==> config.mk <==
export PLATFORM = sky130hd
export DESIGN_NAME = rx_uart_module_flat
export DESIGN_NICKNAME = d
export VERILOG_FILES = /design/src/rtl/rx_uart_module_if.sv /design/src/rtl/rx_uart_module.sv /design/src/flat_wrapper.sv
export SDC_FILE = /design/constraint.sdc
export NUM_CORES = 1
export LEC_CHECK = 0
export ABC_AREA = 1
export BUFFER_PORTS_ARGS = -buffer_cell sky130_fd_sc_hd__buf_4
export CORE_MARGIN = 5
export CORE_UTILIZATION = 50
export CTS_CLUSTER_SIZE = 25
export DETAILED_ROUTE_END_ITERATION = 7
export PLACE_DENSITY = 0.68
export SYNTH_ARGS = -nofsm -noshare
export SYNTH_HDL_FRONTEND = slang
export SYNTH_SLANG_ARGS = --single-unit
==> constraint.sdc <==
create_clock -name CLK -period 4.7 [get_ports CLK]
set_clock_uncertainty 0.2 [all_clocks]
set_input_delay 0.705 -clock CLK [delete_from_list [all_inputs] [get_ports CLK]]
set_output_delay 0.705 -clock CLK [all_outputs]
set_load 0.01 [all_outputs]
==> src/rtl/rx_uart_module_if.sv <==
// Serial-line and parallel-result bundle for the UART receiver.
// The master drives the line and enable; the slave (receiver) returns data and strobes.
interface rx_uart_module_if;
    logic       RX_Pin_In;
    logic       Rx_En;
    logic [7:0] Rx_Data;
    logic       Rx_Done_Sig;
    logic       Frame_Err;

    modport master (
        output RX_Pin_In,
        output Rx_En,
        input  Rx_Data,
        input  Rx_Done_Sig,
        input  Frame_Err
    );

    modport slave (
        input  RX_Pin_In,
        input  Rx_En,
        output Rx_Data,
        output Rx_Done_Sig,
        output Frame_Err
    );
endinterface

==> src/rtl/rx_uart_module.sv <==
// UART receiver: 2-FF synchroniser, start-edge detect, mid-bit baud sampler and frame FSM (8N1).
// Define RX_PARITY_EN to add an even-parity bit between the data bits and the stop bit.
module rx_uart_module #(
    parameter int unsigned BPS_MAX = 20833,
    parameter int unsigned BPS_MID = 10416
) (
    input  logic                    CLK,
    input  logic                    RSTn,
    rx_uart_module_if.slave         i_rx
);

    localparam logic [15:0] LP_MAX = 16'(BPS_MAX);
    localparam logic [15:0] LP_MID = 16'(BPS_MID);

`ifdef RX_PARITY_EN
    typedef enum logic [2:0] {IDLE, START, DATA, PARITY, STOP} state_t;
`else
    typedef enum logic [2:0] {IDLE, START, DATA, STOP} state_t;
`endif

    state_t      r_state;
    state_t      w_nextState;
    logic        r_rxSync1;
    logic        r_rxSync2;
    logic        r_rxPrev;
    logic [15:0] r_bpsCnt;
    logic [2:0]  r_bitIdx;
    logic [7:0]  r_shift;
    logic [7:0]  r_rxData;
    logic        r_done;
    logic        r_frameErr;
    logic        w_line;
    logic        w_negEdge;
    logic        w_sample;
    logic        w_doneNext;
    logic        w_errNext;
    logic        w_frameOk;
`ifdef RX_PARITY_EN
    logic        r_parityBit;
`endif

    assign w_line    = r_rxSync2;
    assign w_negEdge = r_rxPrev & ~r_rxSync2;
    assign w_sample  = (r_state != IDLE) && (r_bpsCnt == LP_MID);

`ifdef RX_PARITY_EN
    assign w_frameOk = w_line & ~(^{r_shift, r_parityBit});
`else
    assign w_frameOk = w_line;
`endif

    always_ff @(posedge CLK or negedge RSTn) begin
        if (!RSTn) begin
            r_state <= IDLE;
        end else begin
            r_state <= w_nextState;
        end
    end

    // Dropping the enable aborts any frame; otherwise every decision waits for the mid-bit strobe.
    always_comb begin
        w_nextState = r_state;
        w_doneNext  = 1'b0;
        w_errNext   = 1'b0;
        if (!i_rx.Rx_En) begin
            w_nextState = IDLE;
        end else begin
            case (r_state)
                IDLE:   if (w_negEdge) w_nextState = START;
                START:  if (w_sample) w_nextState = w_line ? IDLE : DATA;
                DATA: begin
                    if (w_sample && (r_bitIdx == 3'd7)) begin
`ifdef RX_PARITY_EN
                        w_nextState = PARITY;
`else
                        w_nextState = STOP;
`endif
                    end
                end
`ifdef RX_PARITY_EN
                PARITY: if (w_sample) w_nextState = STOP;
`endif
                STOP: begin
                    if (w_sample) begin
                        w_nextState = IDLE;
                        w_doneNext  = w_frameOk;
                        w_errNext   = ~w_frameOk;
                    end
                end
                default: w_nextState = IDLE;
            endcase
        end
    end

    always_ff @(posedge CLK or negedge RSTn) begin
        if (!RSTn) begin
            r_rxSync1 <= 1'b1;
            r_rxSync2 <= 1'b1;
            r_rxPrev  <= 1'b1;
        end else begin
            r_rxSync1 <= i_rx.RX_Pin_In;
            r_rxSync2 <= r_rxSync1;
            r_rxPrev  <= r_rxSync2;
        end
    end

    // Counter restarts from zero whenever the FSM is in or re-entering IDLE, so START always begins at 0.
    always_ff @(posedge CLK or negedge RSTn) begin
        if (!RSTn) begin
            r_bpsCnt <= 16'd0;
        end else if ((r_state == IDLE) || (w_nextState == IDLE) || (r_bpsCnt == LP_MAX)) begin
            r_bpsCnt <= 16'd0;
        end else begin
            r_bpsCnt <= r_bpsCnt + 16'd1;
        end
    end

    always_ff @(posedge CLK or negedge RSTn) begin
        if (!RSTn) begin
            r_bitIdx <= 3'd0;
            r_shift  <= 8'h00;
        end else if (r_state == START) begin
            r_bitIdx <= 3'd0;
        end else if ((r_state == DATA) && w_sample) begin
            r_shift[r_bitIdx] <= w_line;
            r_bitIdx          <= r_bitIdx + 3'd1;
        end
    end

`ifdef RX_PARITY_EN
    always_ff @(posedge CLK or negedge RSTn) begin
        if (!RSTn) begin
            r_parityBit <= 1'b0;
        end else if ((r_state == PARITY) && w_sample) begin
            r_parityBit <= w_line;
        end
    end
`endif

    always_ff @(posedge CLK or negedge RSTn) begin
        if (!RSTn) begin
            r_rxData   <= 8'h00;
            r_done     <= 1'b0;
            r_frameErr <= 1'b0;
        end else begin
            r_done     <= w_doneNext;
            r_frameErr <= w_errNext;
            if (w_doneNext) r_rxData <= r_shift;
        end
    end

    assign i_rx.Rx_Data     = r_rxData;
    assign i_rx.Rx_Done_Sig = r_done;
    assign i_rx.Frame_Err   = r_frameErr;

endmodule

==> src/flat_wrapper.sv <==
// flat-port wrapper written by rule: the top's interface ports become plain ports
module rx_uart_module_flat 
#(
    parameter int unsigned BPS_MAX = 20833,
    parameter int unsigned BPS_MID = 10416
)
  (CLK, RSTn, i_rx_RX_Pin_In, i_rx_Rx_En, i_rx_Rx_Data, i_rx_Rx_Done_Sig, i_rx_Frame_Err);
  rx_uart_module_if i_rx_i ();
  input  logic CLK;
  input  logic RSTn;
  input wire logic [$bits(i_rx_i.RX_Pin_In)-1:0] i_rx_RX_Pin_In;
  input wire logic [$bits(i_rx_i.Rx_En)-1:0] i_rx_Rx_En;
  output wire logic [$bits(i_rx_i.Rx_Data)-1:0] i_rx_Rx_Data;
  output wire logic [$bits(i_rx_i.Rx_Done_Sig)-1:0] i_rx_Rx_Done_Sig;
  output wire logic [$bits(i_rx_i.Frame_Err)-1:0] i_rx_Frame_Err;
  assign i_rx_i.RX_Pin_In = i_rx_RX_Pin_In;
  assign i_rx_i.Rx_En = i_rx_Rx_En;
  assign i_rx_Rx_Data = i_rx_i.Rx_Data;
  assign i_rx_Rx_Done_Sig = i_rx_i.Rx_Done_Sig;
  assign i_rx_Frame_Err = i_rx_i.Frame_Err;
  rx_uart_module #(.BPS_MAX(BPS_MAX), .BPS_MID(BPS_MID)) u_core (.CLK(CLK), .RSTn(RSTn), .i_rx(i_rx_i));
endmodule
==> results of run 1 <==
==> path summary, 6_finish.rpt <==
path | from | endpoint
min in group asynchronous | RSTn | u_core.r_bpsCnt[15]
worst max-delay path | u_core.r_bpsCnt[0] | u_core.r_bpsCnt[12]
max in group asynchronous | RSTn | u_core.r_bpsCnt[8]
worst min-delay path | u_core.r_rxSync1 | u_core.r_rxSync2
worst max register to register | u_core.r_bpsCnt[0] | u_core.r_bpsCnt[12]
worst min register to register | u_core.r_rxSync1 | u_core.r_rxSync2
==> synthesized netlist by cell type <==
library cell  instances
xor2_1                9
dfstp_2               3
buf_6                 1
o21ai_1               1
nor3b_1               1
nand4_1               6
inv_1                35
a21oi_1              10
o21ai_0              13
buf_2                 2
dfrtp_1              40
nor2_2                5
conb_1                1
and3_1                1
a31oi_1               1
inv_2                 1
nor2_1               34
nor4_1                4
ha_1                  5
xnor2_1               1
nand2_2               3
nand2_1              41
nor2_4                2
nand3_1              12
nor3_1                5
nand2_4               2
==> power by group <==
part / internal, mW / leakage [nW] / total [mW] / switching, mW
clock network: 0.212 / 0.0644 / 0.337 / 0.125
registers: 0.373 / 0.588 / 0.375 / 0.00244
logic: 0.00348 / 0.463 / 0.0153 / 0.0118
==> final cells by class <==
| class | instances | area (um^2) | share of cell area |
|---|---|---|---|
| Sequential cell | 43 | 1080 | 0.4635 |
| Tap cell | 50 | 62.56 | 0.02685 |
| Clock buffer | 5 | 68.82 | 0.02954 |
| Clock inverter | 3 | 67.56 | 0.02900 |
| Multi-Input combinational cell | 157 | 818.3 | 0.3512 |
| Inverter | 36 | 135.1 | 0.05800 |
| Timing Repair Buffer | 13 | 97.59 | 0.04189 |
==> metrics by stage <==
| stage | utilization | cells | area (um^2) | total power [mW] | setup WS [ns] |
|---|---|---|---|---|---|
| floorplan | - | 239 | 2054 | 0.3881 | 2.976 |
| global placement | 0.5483 | 299 | 2193 | 0.3984 | 2.879 |
| detailed placement | 0.5483 | 299 | 2193 | 0.3988 | 2.810 |
| CTS | 0.5824 | 307 | 2330 | 0.7396 | 2.760 |
| global route | 0.5824 | 307 | 2330 | 0.7602 | 2.616 |
| finish | 0.5824 | 307 | 2330 | 0.7276 | 2.782 |
==> sequential cells by signal, indices dropped and copies added, names as in the netlist <==
| register | cells |
|---|---|
| u_core.r_rxPrev | 1 |
| u_core.r_rxSync1 | 1 |
| u_core.i_rx.Rx_Data | 8 |
| u_core.r_state | 3 |
| u_core.r_shift | 8 |
| u_core.r_bitIdx | 3 |
| u_core.i_rx.Frame_Err | 1 |
| u_core.i_rx.Rx_Done_Sig | 1 |
| u_core.r_bpsCnt | 16 |
| u_core.r_rxSync2 | 1 |
==> per-layer routing <==
metal / vias to the layer above / routed length (um) / GRT usage
met3: 7 / 214 / 0.05270
met1: 704 / 1768 / 0.2116
met2: 29 / 1629 / 0.2372
met4: 0 / 67 / 0.05433
met5: - / 0 / 0
li1: 784 / - / -
==> worst reg2reg max path, stage by stage (launching register included) <==
cell and delay [ns]:
dfrtp_1 0.43, ha_1 0.22, nand3_1 0.14, nor2_2 0.21
nand4_1 0.18, nor3_1 0.21, xor2_1 0.16, nor2_1 0.06
==> logic make-up after synthesis <==
logic type      Yosys count  synth area share
flops                    43            0.5256
compound gates           25           0.06151
simple gates            116            0.2619
buf+inv                  39           0.07613
fa+ha+maj                 5           0.03045
other cells               1          0.001825
xor+xnor                 10           0.04263
==> key figures, run 1 <==
Outcome
  – Outcome: completed

Global route
  – Total congestion overflow: 0
  – Vias in the first global route: 1457
  – Global-route wire length before repair: approximately 6500 um
  – GRT Util Overall: 0.1569
  – Antenna violations before repair: 0
  – Largest net degree at the start of global routing: 44

Cells and area
  – P&R area growth vs syn: 13.40%
  – Antenna cells: 0
  – Most frequent cells in the layout: nand2_1 (41), dfrtp_1 (40), inv_1 (35), nor2_1 (34)
  – Commonest non-fill, non-tap cell in the layout: nand2_1
  – Layout cells sized above 1: 0.1440
  – NumNets Final: 265
  – Fillers: 356

Timing
  – Max-slew violation count: 0
  – Worst Tran Pin Value: 0.5316 ns
  – Final setup vio count: 0
  – Maximum clock rate: 521.3 MHz
  – Final hold vios: 0
  – Fin crit share: 0.4082
  – Hold_ws: around 0.16 ns
  – Tmin final: 1.918 ns
  – Setup TNS: 0 ns
  – Rel. slew slack: 0.6456
  – Unrepaired setup endpoints after global routing: false

Routing
  – Final wirelength: approximately 3700 um
  – Post-route ant nets: 0
  – Vias: about 1500
  – Iter 0 DRT Violations: approximately 110
  – Routed vias/inst: 4.964
  – TritonRoute pass-1 iters: 4
  – Wire length per cell: 11.98 um
  – # DRC: 0

Die
  – Number of I/O pins: 14
  – Die Y-Extent: between 70 and 80 um
  – Core ar.: 0.004000 mm^2
  – # rows: 23
  – Initial core utilization: 0.5136
  – Die width: 74.10 um
  – Die area: 0.005491 mm^2

Logic synthesis
  – Syn Std Cell Area: 0.002054 mm^2
  – Syn_nets: 248
  – Top cells by area, synth: dfrtp_1 (49%), nand2_1 (7.5%), inv_1 (6.4%)
  – Average size of a mapped cell: 8.596 um^2
  – Cells after Synth: 239
  – Sequential share of the synthesized area: 0.5256
  – Yosys warnings: 0
  – Synth unique cells: 26
  – Area leader, netlist: dfrtp_1
  – Yosys top cell area share: 0.4872
  – FF+latch count, synth: 43

CTS
  – CTS Root Cell: clkbuf_8
  – Clk slew on worst S/H paths: 0.08 ns
  – Clock sinks: 43
  – CTS tree: built
  – CTS Buf Count: 5
  – Post-CTS Hold Buffers: 0
  – Htree depth: 2
  – Clk Latency, worst-skew pair: 0.30 ns
  – Clk buf depth: 2
  – Post-CTS resize count: 0
  – Setup bufs post-CTS: 0

Placement
  – Port Buffer Count: 13
  – RD Place Congestion: 0.8708
  – Final HPWL from detailed placement: 2721 um

Pwr
  – Power Dens Cells: 312.3 mW/mm^2
  – Worst vdd ir: 173.8 uV
  – LEAKAGE: about 1.1 nW

Critical path
  – Maximum fanout along the worst path: 5
  – CP Launch Type: flop
  – Crit. End Element: flop
  – Critical path's top delay family: simple AND/OR/NAND/NOR gates
  – R2r setup slk: between 2 and 3 ns
  – Type of the worst setup path: flop to flop
  – Worst path depth: 7
  – Crit-path cells: ha_1, nand3_1, nor2_2, nand4_1, nor3_1, xor2_1, nor2_1
  – Slowest CP cell: dfrtp_1
  – CP Buf/Inv Count: 0
  – R2R cell count: 7
  – CP peak stage delay: 0.43 ns
  – Worst Path Required: between 4 and 5 ns
  – WP data arrival: about 1.9 ns

Hold path
  – Worst hold stages: 0
  – Worst hold path class: flop to flop

Flow run
  – Max-cap viol count: 0
No activity file was read; power rests on OpenSTA's default activity.
==> inputs of run 2 (changes only) <==
--- a/config.mk
+++ b/config.mk
@@ -5,7 +5,7 @@
 export SDC_FILE = /design/constraint.sdc
 export NUM_CORES = 1
 export LEC_CHECK = 0
-export ABC_AREA = 1
+export ABC_AREA = 0
 export BUFFER_PORTS_ARGS = -buffer_cell sky130_fd_sc_hd__buf_4
 export CORE_MARGIN = 5
 export CORE_UTILIZATION = 50
==> constraint.sdc (replaced) <==
create_clock -name CLK -period 2 [get_ports CLK]
set_clock_uncertainty 0.2 [all_clocks]
set_input_delay 0.3 -clock CLK [delete_from_list [all_inputs] [get_ports CLK]]
set_output_delay 0.3 -clock CLK [all_outputs]
set_load 0.01 [all_outputs]
==> run 2 against run 1 <==
The run now ends with negative setup slack left. Flip-flop and latch count unchanged. Global-route usage up 4.0 points. First-iteration DRC count rose by 76%. Combinational power grew to 3.5 times the previous value. Cell count fell by 5.5%. Register-to-register slack got worse by 3.0 ns. Clock power grew 100%. Wire length grew 41%. Sequential share of layout area shrank 8.5 points. Area after synthesis up 3.8%. Critical path depth shrank 2. Largest cell class is now multi-input gates. Largest power group unchanged.
==> key figures, run 2 <==
Global route
  – Antenna violations before repair: 0
  – Global-route wire length before repair: 8328 um
  – Largest net degree at the start of global routing: 44
  – Vias in the first global route: approximately 1700
  – GRT Util Overall: 0.1973
  – Total congestion overflow: 0

Pwr
  – Worst vdd ir: 551.2 uV
  – Power Dens Cells: 563.6 mW/mm^2
  – Tot Pwr: 1.608 mW
  – LEAKAGE: 1.247 nW

Logic synthesis
  – Yosys warnings: 0
  – Area leader, netlist: dfrtp_1
  – Most common cell in the netlist: dfrtp_1
  – Average size of a mapped cell: 11.66 um^2
  – Cells after Synth: 183
  – Sequential share of the synthesized area: 0.5062
  – Top FF cell, synth: dfrtp_1
  – Synth cell count leaders: dfrtp_1 (40), mux2_2 (16), nor2_1 (16)
  – Yosys top cell area share: 0.4692
  – Synth unique cells: 39
  – Syn Std Cell Area: 0.002133 mm^2
  – EDFF count, synth: 0
  – Async S/R FF share, synth: 1.000
  – Syn_nets: 192
  – FF+latch count, synth: 43
  – Top cells by area, synth: dfrtp_1 (47%), mux2_2 (8.4%), dfstp_2 (3.7%)

Critical path
  – Crit. End Element: flop
  – Maximum fanout along the worst path: 8
  – Worst Path Required: 1.98 ns
  – CP Launch Type: flop
  – R2R cell count: 5
  – WP data arrival: 2.17 ns
  – Type of the worst setup path: flop to flop

Timing
  – Final setup vio count: 26
  – Fin crit share: 1.097
  – Final hold vios: 0
  – Hold_ws: 0.1071 ns
  – Unrepaired setup endpoints after global routing: true
  – Worst Tran Pin Value: roughly 0.54 ns
  – Rel. slew slack: 0.6405
  – Maximum clock rate: 455.7 MHz
  – Max-slew violation count: 0
  – Setup TNS: -2.960 ns
  – Fin worst setup slack: -0.1943 ns
  – Tmin final: 2.194 ns

Routing
  – Iter 0 DRT Violations: 185
  – Wire length per cell: approximately 18 um
  – Final wirelength: 5192 um
  – # DRC: 0
  – TritonRoute pass-1 iters: 4
  – Post-route ant nets: 0
  – Vias: 1657
  – Routed vias/inst: 5.714

Cells and area
  – Fillers: 273
  – P&R area growth vs syn: 33.78%
  – Register Area: 0.001080 mm^2
  – Antenna cells: 0
  – Fin util: 0.7034
  – Multi-input logic area: 0.001157 mm^2
  – NumNets Final: 248
  – Commonest non-fill, non-tap cell in the layout: buf_4
  – Layout cells sized above 1: 0.4542
  – Max reg flops: 16
  – Fin cells: 290
  – Most frequent cells in the layout: buf_4 (42), dfrtp_1 (40), nand2_1 (15), nor2_1 (14), mux2_2 (14)
  – Largest Register: u_core.r_bpsCnt
  – Final instance area: 0.002854 mm^2

Die
  – Die Y-Extent: 75.32 um
  – Die width: 75.32 um
  – Initial core utilization: 0.5257
  – # rows: 23
  – Number of I/O pins: 14
  – Die area: 0.005673 mm^2
  – Core ar.: 0.004058 mm^2

Placement
  – Pre-CTS WS: -0.2345 ns
  – Placed insts: 266
  – Post-Place Cell Area: 0.002466 mm^2
  – Port Buffer Count: 13
  – Final HPWL from detailed placement: 3105 um
  – RD Place Congestion: 0.8757

CTS
  – Clk buf depth: 2
  – Htree depth: 2
  – Clk Latency, worst-skew pair: 0.29 ns
  – CTS Root Cell: clkbuf_8
  – Clk slew on worst S/H paths: around 0.080 ns
  – CTS tree: built
  – CTS Buf Count: 5
  – Clock sinks: 43

Outcome
  – Outcome: finished with violations
  – Failing checks: negative setup slack

Flow run
  – Max-cap viol count: 0

Hold path
  – Worst hold path class: primary input to flop
  – Worst hold stages: 3
==> run 2: kinds of logic (layout without fill, tap and decap cells) <==
| logic type | count (synthesis) | in the layout | synth area share |
|---|---|---|---|
| flip-flops | 43 | 43 | 0.5062 |
| AND/OR/NAND/NOR | 71 | 73 | 0.2176 |
| AO/OA/AOI/OAI | 20 | 21 | 0.07449 |
| other | 1 | 1 | 0.001758 |
| adder cells (fa/ha/maj) | 5 | 5 | 0.02933 |
| buffers and inverters | 12 | 66 | 0.02405 |
| multiplexers | 17 | 17 | 0.08915 |
| XOR/XNOR | 14 | 14 | 0.05748 |
==> run 2: final timing paths <==
kind                                    start                     to  slack (ns)
setup reg to reg           u_core.r_bpsCnt[2]     u_core.r_bpsCnt[0]       -0.19
min in group asynchronous                RSTn    u_core.r_bpsCnt[14]        0.31
hold reg to reg              u_core.r_rxSync1       u_core.r_rxSync2        0.16
setup / recovery           u_core.r_bpsCnt[2]     u_core.r_bpsCnt[0]       -0.19
hold / removal                     i_rx_Rx_En  u_core.i_rx.Frame_Err        0.11
max in group asynchronous                RSTn       u_core.r_rxSync2        0.89
==> run 2: cell type report <==
type	instances	area share
timing repair buffer	50	0.1442
clock buffer	5	0.02411
inverter	8	0.01052
multi-input combinational	131	0.4055
clock inverter	3	0.01534
sequential	43	0.3783
tap	50	0.02192
==> run 2: metal layers <==
layer  share of wire  global-route usage
met2            0.51              0.3097
met3           0.047             0.05013
met4           0.013             0.05631
met5               0                   0
met1            0.43              0.2726
==> run 2: critical path: stages (launching register included) <==
cell and delay [ns]:
dfrtp_1 0.41, nor4_4 0.38, and3b_2 0.24, nand4_1 0.16, mux2i_4 0.31, a211oi_1 0.37
==> run 2: repair_timing <==
action,CTS,global route
hold buffers,2,0
gates resized for setup,10,22
setup endpoints to repair,27,30
pin swaps,7,16
buffers inserted,6,8
endpoints found under the hold margin,41,0
cloned,3,0
==> run 2: where the power goes <==
group / total [mW] / switching [mW] / internal (mW)
clock network: 0.676 / 0.304 / 0.372
registers: 0.879 / 0.00347 / 0.875
logic: 0.0536 / 0.0388 / 0.0148
total: 1.61 / 0.346 / 1.26
